`src/rtl/dp_pkg.sv`:
```
// Shared definitions for the data-processing issue controller: ALU opcodes,
// flag bit positions, condition codes and the FSM state type.
package dp_pkg;

    localparam logic [4:0] ALU_AND = 5'b00000;
    localparam logic [4:0] ALU_EOR = 5'b00001;
    localparam logic [4:0] ALU_SUB = 5'b00010;
    localparam logic [4:0] ALU_RSB = 5'b00011;
    localparam logic [4:0] ALU_ADD = 5'b00100;
    localparam logic [4:0] ALU_TST = 5'b01000;
    localparam logic [4:0] ALU_TEQ = 5'b01001;
    localparam logic [4:0] ALU_CMP = 5'b01010;
    localparam logic [4:0] ALU_CMN = 5'b01011;
    localparam logic [4:0] ALU_ORR = 5'b01100;
    localparam logic [4:0] ALU_MOV = 5'b01101;
    localparam logic [4:0] ALU_BIC = 5'b01110;
    localparam logic [4:0] ALU_MVN = 5'b01111;
    localparam logic [4:0] ALU_NOP = 5'b11111;

    localparam int unsigned FLAG_Z = 0;
    localparam int unsigned FLAG_C = 1;
    localparam int unsigned FLAG_N = 2;
    localparam int unsigned FLAG_V = 3;

    localparam logic [3:0] COND_EQ = 4'b0000;
    localparam logic [3:0] COND_NE = 4'b0001;
    localparam logic [3:0] COND_CS = 4'b0010;
    localparam logic [3:0] COND_CC = 4'b0011;
    localparam logic [3:0] COND_MI = 4'b0100;
    localparam logic [3:0] COND_PL = 4'b0101;
    localparam logic [3:0] COND_VS = 4'b0110;
    localparam logic [3:0] COND_VC = 4'b0111;
    localparam logic [3:0] COND_HI = 4'b1000;
    localparam logic [3:0] COND_LS = 4'b1001;
    localparam logic [3:0] COND_GE = 4'b1010;
    localparam logic [3:0] COND_LT = 4'b1011;
    localparam logic [3:0] COND_GT = 4'b1100;
    localparam logic [3:0] COND_LE = 4'b1101;
    localparam logic [3:0] COND_AL = 4'b1110;
    localparam logic [3:0] COND_NV = 4'b1111;

    typedef enum logic [1:0] {
        ST_IDLE,
        ST_EXEC,
        ST_WB
    } state_t;

    // TST/TEQ/CMP/CMN: opcodes 10xx only update flags
    function automatic logic is_compare(input logic [3:0] opcode);
        return opcode[3:2] == 2'b10;
    endfunction

    // ADC/SBC/RSC are not handled by this ALU
    function automatic logic is_unsupported(input logic [3:0] opcode);
        return (opcode == 4'b0101) || (opcode == 4'b0110) || (opcode == 4'b0111);
    endfunction

endpackage

```
`src/rtl/dp_cond_check.sv`:
```
// ARM condition-code evaluator: pass is high when cond holds for the given
// Z/C/N/V flags. NV (1111) never passes.
module dp_cond_check
    import dp_pkg::*;
(
    input  logic [3:0] cond,
    input  logic [3:0] flags,
    output logic       pass
);

    logic z, c, n, v;

    always_comb begin
        z = flags[FLAG_Z];
        c = flags[FLAG_C];
        n = flags[FLAG_N];
        v = flags[FLAG_V];
        pass = 1'b0;
        case (cond)
            COND_EQ: pass = z;
            COND_NE: pass = !z;
            COND_CS: pass = c;
            COND_CC: pass = !c;
            COND_MI: pass = n;
            COND_PL: pass = !n;
            COND_VS: pass = v;
            COND_VC: pass = !v;
            COND_HI: pass = c && !z;
            COND_LS: pass = !c || z;
            COND_GE: pass = (n == v);
            COND_LT: pass = (n != v);
            COND_GT: pass = !z && (n == v);
            COND_LE: pass = z || (n != v);
            COND_AL: pass = 1'b1;
            default: pass = 1'b0;
        endcase
    end

endmodule

```
`src/rtl/dp_issue_ctrl.sv`:
```
// Issue controller for ARM data-processing instructions: IDLE/EXEC/WB sequencing,
// operand selection, writeback and CPSR flag update. Macro DP_COND_EXEC_EN enables
// condition-code evaluation; otherwise every instruction executes as AL.
module dp_issue_ctrl
    import dp_pkg::*;
#(
    parameter int         DATA_W    = 32,
    parameter logic [3:0] CPSR_INIT = 4'b0000
) (
    input  logic              clk,
    input  logic              reset,
    input  logic              instr_valid,
    output logic              instr_ready,
    input  logic [31:0]       instr,
    input  logic [DATA_W-1:0] rn_data,
    input  logic [DATA_W-1:0] rm_data,
    output logic [4:0]        alu_op,
    output logic [DATA_W-1:0] alu_data1,
    output logic [DATA_W-1:0] alu_data2,
    input  logic [DATA_W-1:0] alu_result,
    input  logic [3:0]        alu_flags,
    output logic              wb_en,
    output logic [3:0]        wb_addr,
    output logic [DATA_W-1:0] wb_data,
    output logic [3:0]        cpsr_flags,
    output logic              unsupported
);

    state_t            state, state_nxt;
    logic              imm_sel_q, set_flags_q;
    logic [3:0]        opcode_q, rd_q;
    logic [11:0]       op2_q;
    logic [DATA_W-1:0] rn_q, rm_q, res_q;
    logic [3:0]        flags_q;
    logic [4:0]        rot_sh;
    logic [31:0]       imm_rot;
    logic              cond_pass;
    logic              unused_bits;

`ifdef DP_COND_EXEC_EN
    logic [3:0] cond_q;

    always_ff @(posedge clk or negedge reset) begin
        if (!reset)
            cond_q <= '0;
        else if (state == ST_IDLE && instr_valid)
            cond_q <= instr[31:28];
    end

    dp_cond_check u_cond_check (
        .cond  (cond_q),
        .flags (cpsr_flags),
        .pass  (cond_pass)
    );

    assign unused_bits = ^{instr[27:26], instr[19:16]};
`else
    assign cond_pass   = 1'b1;
    assign unused_bits = ^{instr[31:26], instr[19:16]};
`endif

    always_ff @(posedge clk or negedge reset) begin
        if (!reset)
            state <= ST_IDLE;
        else
            state <= state_nxt;
    end

    always_ff @(posedge clk or negedge reset) begin
        if (!reset) begin
            imm_sel_q   <= 1'b0;
            set_flags_q <= 1'b0;
            opcode_q    <= '0;
            rd_q        <= '0;
            op2_q       <= '0;
            rn_q        <= '0;
            rm_q        <= '0;
            res_q       <= '0;
            flags_q     <= '0;
            cpsr_flags  <= CPSR_INIT;
        end else begin
            if (state == ST_IDLE && instr_valid) begin
                imm_sel_q   <= instr[25];
                opcode_q    <= instr[24:21];
                set_flags_q <= instr[20];
                rd_q        <= instr[15:12];
                op2_q       <= instr[11:0];
                rn_q        <= rn_data;
                rm_q        <= rm_data;
            end
            if (state == ST_EXEC) begin
                res_q   <= alu_result;
                flags_q <= alu_flags;
            end
            if (state == ST_WB && (set_flags_q || is_compare(opcode_q)))
                cpsr_flags <= flags_q;
        end
    end

    // 32-bit rotate-right of imm8; a shift by 32 yields zero, so rot=0 is safe
    always_comb begin
        rot_sh  = {op2_q[11:8], 1'b0};
        imm_rot = ({24'b0, op2_q[7:0]} >> rot_sh)
                | ({24'b0, op2_q[7:0]} << (6'd32 - {1'b0, rot_sh}));
    end

    always_comb begin
        state_nxt   = state;
        instr_ready = 1'b0;
        alu_op      = ALU_NOP;
        alu_data1   = '0;
        alu_data2   = '0;
        wb_en       = 1'b0;
        wb_addr     = '0;
        wb_data     = '0;
        unsupported = 1'b0;
        case (state)
            ST_IDLE: begin
                instr_ready = 1'b1;
                if (instr_valid)
                    state_nxt = ST_EXEC;
            end
            ST_EXEC: begin
                alu_op      = {1'b0, opcode_q};
                alu_data1   = rn_q;
                alu_data2   = imm_sel_q ? DATA_W'(imm_rot) : rm_q;
                unsupported = is_unsupported(opcode_q);
                state_nxt   = (unsupported || !cond_pass) ? ST_IDLE : ST_WB;
            end
            ST_WB: begin
                alu_op    = {1'b0, opcode_q};
                alu_data1 = rn_q;
                alu_data2 = imm_sel_q ? DATA_W'(imm_rot) : rm_q;
                wb_en     = !is_compare(opcode_q);
                wb_addr   = rd_q;
                wb_data   = res_q;
                state_nxt = ST_IDLE;
            end
            default: state_nxt = ST_IDLE;
        endcase
    end

endmodule

```
`config.mk`:
```
export PLATFORM = sky130hd
export DESIGN_NAME = dp_issue_ctrl
export DESIGN_NICKNAME = d
export VERILOG_FILES = /design/src/rtl/dp_pkg.sv /design/src/rtl/dp_cond_check.sv /design/src/rtl/dp_issue_ctrl.sv
export SDC_FILE = /design/constraint.sdc
export NUM_CORES = 1
export LEC_CHECK = 0
export ABC_AREA = 1
export CORE_ASPECT_RATIO = 1.75
export CORE_UTILIZATION = 41
export CTS_BUF_LIST = sky130_fd_sc_hd__clkbuf_8
export DETAILED_ROUTE_END_ITERATION = 8
export PLACE_DENSITY = 0.85
export SYNTH_ARGS = -nofsm -noshare
export SYNTH_HDL_FRONTEND = slang
export SYNTH_HIERARCHICAL = 1
export SYNTH_SLANG_ARGS = --single-unit
```
`constraint.sdc`:
```
create_clock -name clk -period 1.9 [get_ports clk]
set_clock_uncertainty 0.1 [all_clocks]
set_input_delay 0.285 -clock clk [delete_from_list [all_inputs] [get_ports clk]]
set_output_delay 0.285 -clock clk [all_outputs]
set_load 0.02 [all_outputs]
```
==> impl_results.md <==
* Clock slew at reported path FFs at around 0.10 ns
* Worst path required time at between 1.5 and 2 ns
* Min Hold Slack at approximately 0.27 ns
* Mapped Avg Cell Area at slightly above 8 µm²
* Outcome: finished, violations left
* Synth Area in Adders at 0.007715
* Sequential Area at roughly 3200 µm²
* TritonCTS clock tree: done
* Die Span Y at between 150 and 200 µm
* Area of the multi-input gates at 4143 µm²
* Overall Global Routing Usage at 0.3454
* Detailed Route Iter0 Violations at around 500
* Post-layout min period at about 2.5 ns
* Cells after Synth at between 700 and 800
* Final GP Congestion at between 0.9 and 1
* Fin. max-slew vios at 0
* Worst min path class: in -> reg
* DRC at 0
* Capturing point of the worst reg2reg path: res_q[31]$_DFFE_PN0N_
* Row count at 60
* R2r setup slk at 0.04 ns
* XOR/XNOR share of the synthesized area at 0
* RSZ-0062 raised after global routing: true
* H-tree levels at 4
* Post-synthesis compound-gate area fraction at 0.04667
* Power Dens Cells at about 2200 nW/µm²
* Failing checks: negative setup slack
* Peak Freq at 401.7 MHz
* Number of global-route vias before repair at 7848
* Worst flop-to-flop path startpoint: state[0]$_DFFE_PN0P_
* Commonest cells after routing, fill and taps aside: 180 x nand2_1, 140 x buf_6, 127 x dfrtp_1, 127 x clkdlybuf4s50_1
* Design area at between 10000 and 15000 µm²
* Multiplexer area fraction after synthesis at 0.1371
* Initial antenna violation count at 2
* Area leader, netlist: dfrtp_1
* Die Area at about 16000 µm²
* Synth top area share at 0.4937
* Hold path startpoint: alu_result[19]
* Hold worst-path end: res_q[19]$_DFFE_PN0N_
* Net Count, Synth at 924
* Clock latency on the worst-skew pair at approximately 0.46 ns
* Design Power at 26.77 mW
* Post-layout worst setup margin at -0.5896 ns
* WL/cell at between 20 and 25 µm
* Setup violations, final at 107
* Slew at the pin with the worst max-slew slack at roughly 0.54 ns
* Layout overhead on the synthesized area at 90.94%
* Synth warnings at 6
* Post-synthesis sequential area ratio at 0.4937
* Netlist Area Pre-Place at between 6000 and 7000 µm²
* I/O pin count at ~250
* Primary FF master, synth: dfrtp_1
* Sink Count at roughly 130
* Distinct cells, synth at 24
* VDD IR max at around 0.0015 V
* Vias at 7384
* Post-DP HPWL at roughly 16000 µm
* DR pass1 iterations at 5
* Crit. End Element: output pin
* First-pass GRT wire length at 42680 µm
* PortBufs at about 240
* Routed vias/inst at around 5.6
* Die Span X at between 90 and 100 µm
* Depth of the most critical reg-to-reg path at 9
* Post-synth EDFFs at 0
* Worst hold stages at 3
* Final wirelength at 30890 µm
* Arr. time, crit path at about 2.1 ns
* Core Util, Final at 0.8049
* Pin count of the biggest net entering global routing at 71
* Worst slew margin at 0.6413
* Ys async rst share at 1.000
* Most common cell after layout, fill and taps aside: nand2_1
* Final net count at approximately 1300
* Clk root buf: clkbuf_8
* Critical path class: reg -> out
* Synth top area cells: dfrtp_1 49%, nand2_1 17%, mux2_2 14%
* Overflow after GRT at 0
* #FFs+latches synth at 128
* Core Area at roughly 15000 µm²
* Worst Path Max Fanout at 7
* Post-synthesis simple-gate area fraction at 0.2345
* Max-Cap Viols at 0
* FILL cells at approximately 750
* CTS Buffer Depth at 2
* Leak at 6.194 nW
* Period utilisation layout at 1.310
* Endpoints failing hold at 0
* Final antenna-violating net count at 0
* Setup Total Neg Slack at -43.24 ns
* Startpoint Class: flop
* DP Area at ~10000 µm²
* Initial core utilization at 0.4215
* Largest family of logic cells by synthesized area: simple AND/OR/NAND/NOR gates
* Fraction of layout cells with a size suffix above 1 at 0.5553
* CTS Buf Count at 17
-- metal layers --
metal  up-vias  share of wire  track usage
li1       3144              -            -
met4         0          0.099       0.2557
met2       484           0.53       0.6399
met5         -              0            0
met3       202          0.065      0.08800
met1      3554           0.30       0.3208
-- worst max-delay path by stage --
stage	start	endpoint	slack [ns]	depth (start not counted)
floorplan	op2_q[8]$_DFFE_PN0P_	alu_data2[14]	-0.02	10
CTS	op2_q[8]$_DFFE_PN0P_	alu_data2[9]	-0.52	10
detailed placement	op2_q[9]$_DFFE_PN0P_	alu_data2[8]	-0.65	9
global route	op2_q[8]$_DFFE_PN0P_	alu_data2[13]	-0.67	7
global placement	op2_q[9]$_DFFE_PN0P_	alu_data2[0]	-0.64	9
finish	op2_q[8]$_DFFE_PN0P_	alu_data2[12]	-0.59	9
-- final cells by class --
type,count,share of cell area
Timing Repair Buffer,361,0.3228
Tap cell,186,0.01879
Timing Repair inverter,2,0.002020
Multi-Input combinational cell,527,0.3344
Clock inverter,14,0.01283
Inverter,91,0.03111
Antenna cell,2,0.0004040
Sequential cell,128,0.2587
Clock buffer,17,0.01889
-- Yosys cell counts, types with 3 or more instances --
cell type  instances
nand2_1          295
o21ai_1            4
o21ai_0           17
inv_2              3
buf_2             13
inv_1             86
ha_1               4
a21oi_1           35
dfrtp_1          128
nor2_1            41
mux2_2            79
clkbuf_1          24
nand3_1           40
-- what timing repair did --
action | CTS | global route
hold endpoints to repair | 128 | 0
buffers inserted | 45 | 18
pin swaps | 37 | 36
endpoints found under the setup margin | 108 | 144
cloned | 15 | 0
hold buffers | 1 | 0
gates resized for setup | 908 | 177
-- stage by stage --
| stage | instances | setup slack, ns |
|---|---|---|
| 2_1_floorplan | 785 | -0.01897 |
| 3_3_place_gp | 1229 | -0.6431 |
| 3_5_place_dp | 1229 | -0.6508 |
| 4_1_cts | 1320 | -0.5209 |
| 5_1_grt | 1328 | -0.6688 |
| 6_report | 1328 | -0.5896 |
-- logic make-up (layout without fill, tap and decap cells) --
logic type,Yosys count,count (layout)
AOI/OAI and AO/OA,59,59
adders and majority gates,4,4
buffers and inverters,131,485
DFF,128,128
muxes,79,79
other,0,2
and+or+nand+nor,384,385
-- state kept, by name (all words and copies together) (netlist names) --
| signal | flops |
|---|---|
| op2_q | 12 |
| res_q | 32 |
| rn_q | 32 |
| state | 2 |
| flags_q | 4 |
| opcode_q | 4 |
| rd_q | 4 |
| rm_q | 32 |
| set_flags_q | 1 |
| imm_sel_q | 1 |
| cpsr_flags | 4 |
-- report_power, final --
group | switching (mW) | total, mW | internal (mW)
sequential | 1.47 | 5.57 | 4.10
clock | 1.30 | 2.48 | 1.18
combinational | 10.1 | 18.7 | 8.60
-- critical path, stage by stage, from the launching register on --
cell     delay [ns]
dfrtp_1        0.39
inv_2          0.10
ha_4           0.26
buf_6          0.16
nand2_4        0.09
nand3_1        0.13
o21ai_2        0.13
nand2_2        0.12
a21oi_4        0.14
buf_6          0.13
(Power assumes the default switching activity.)
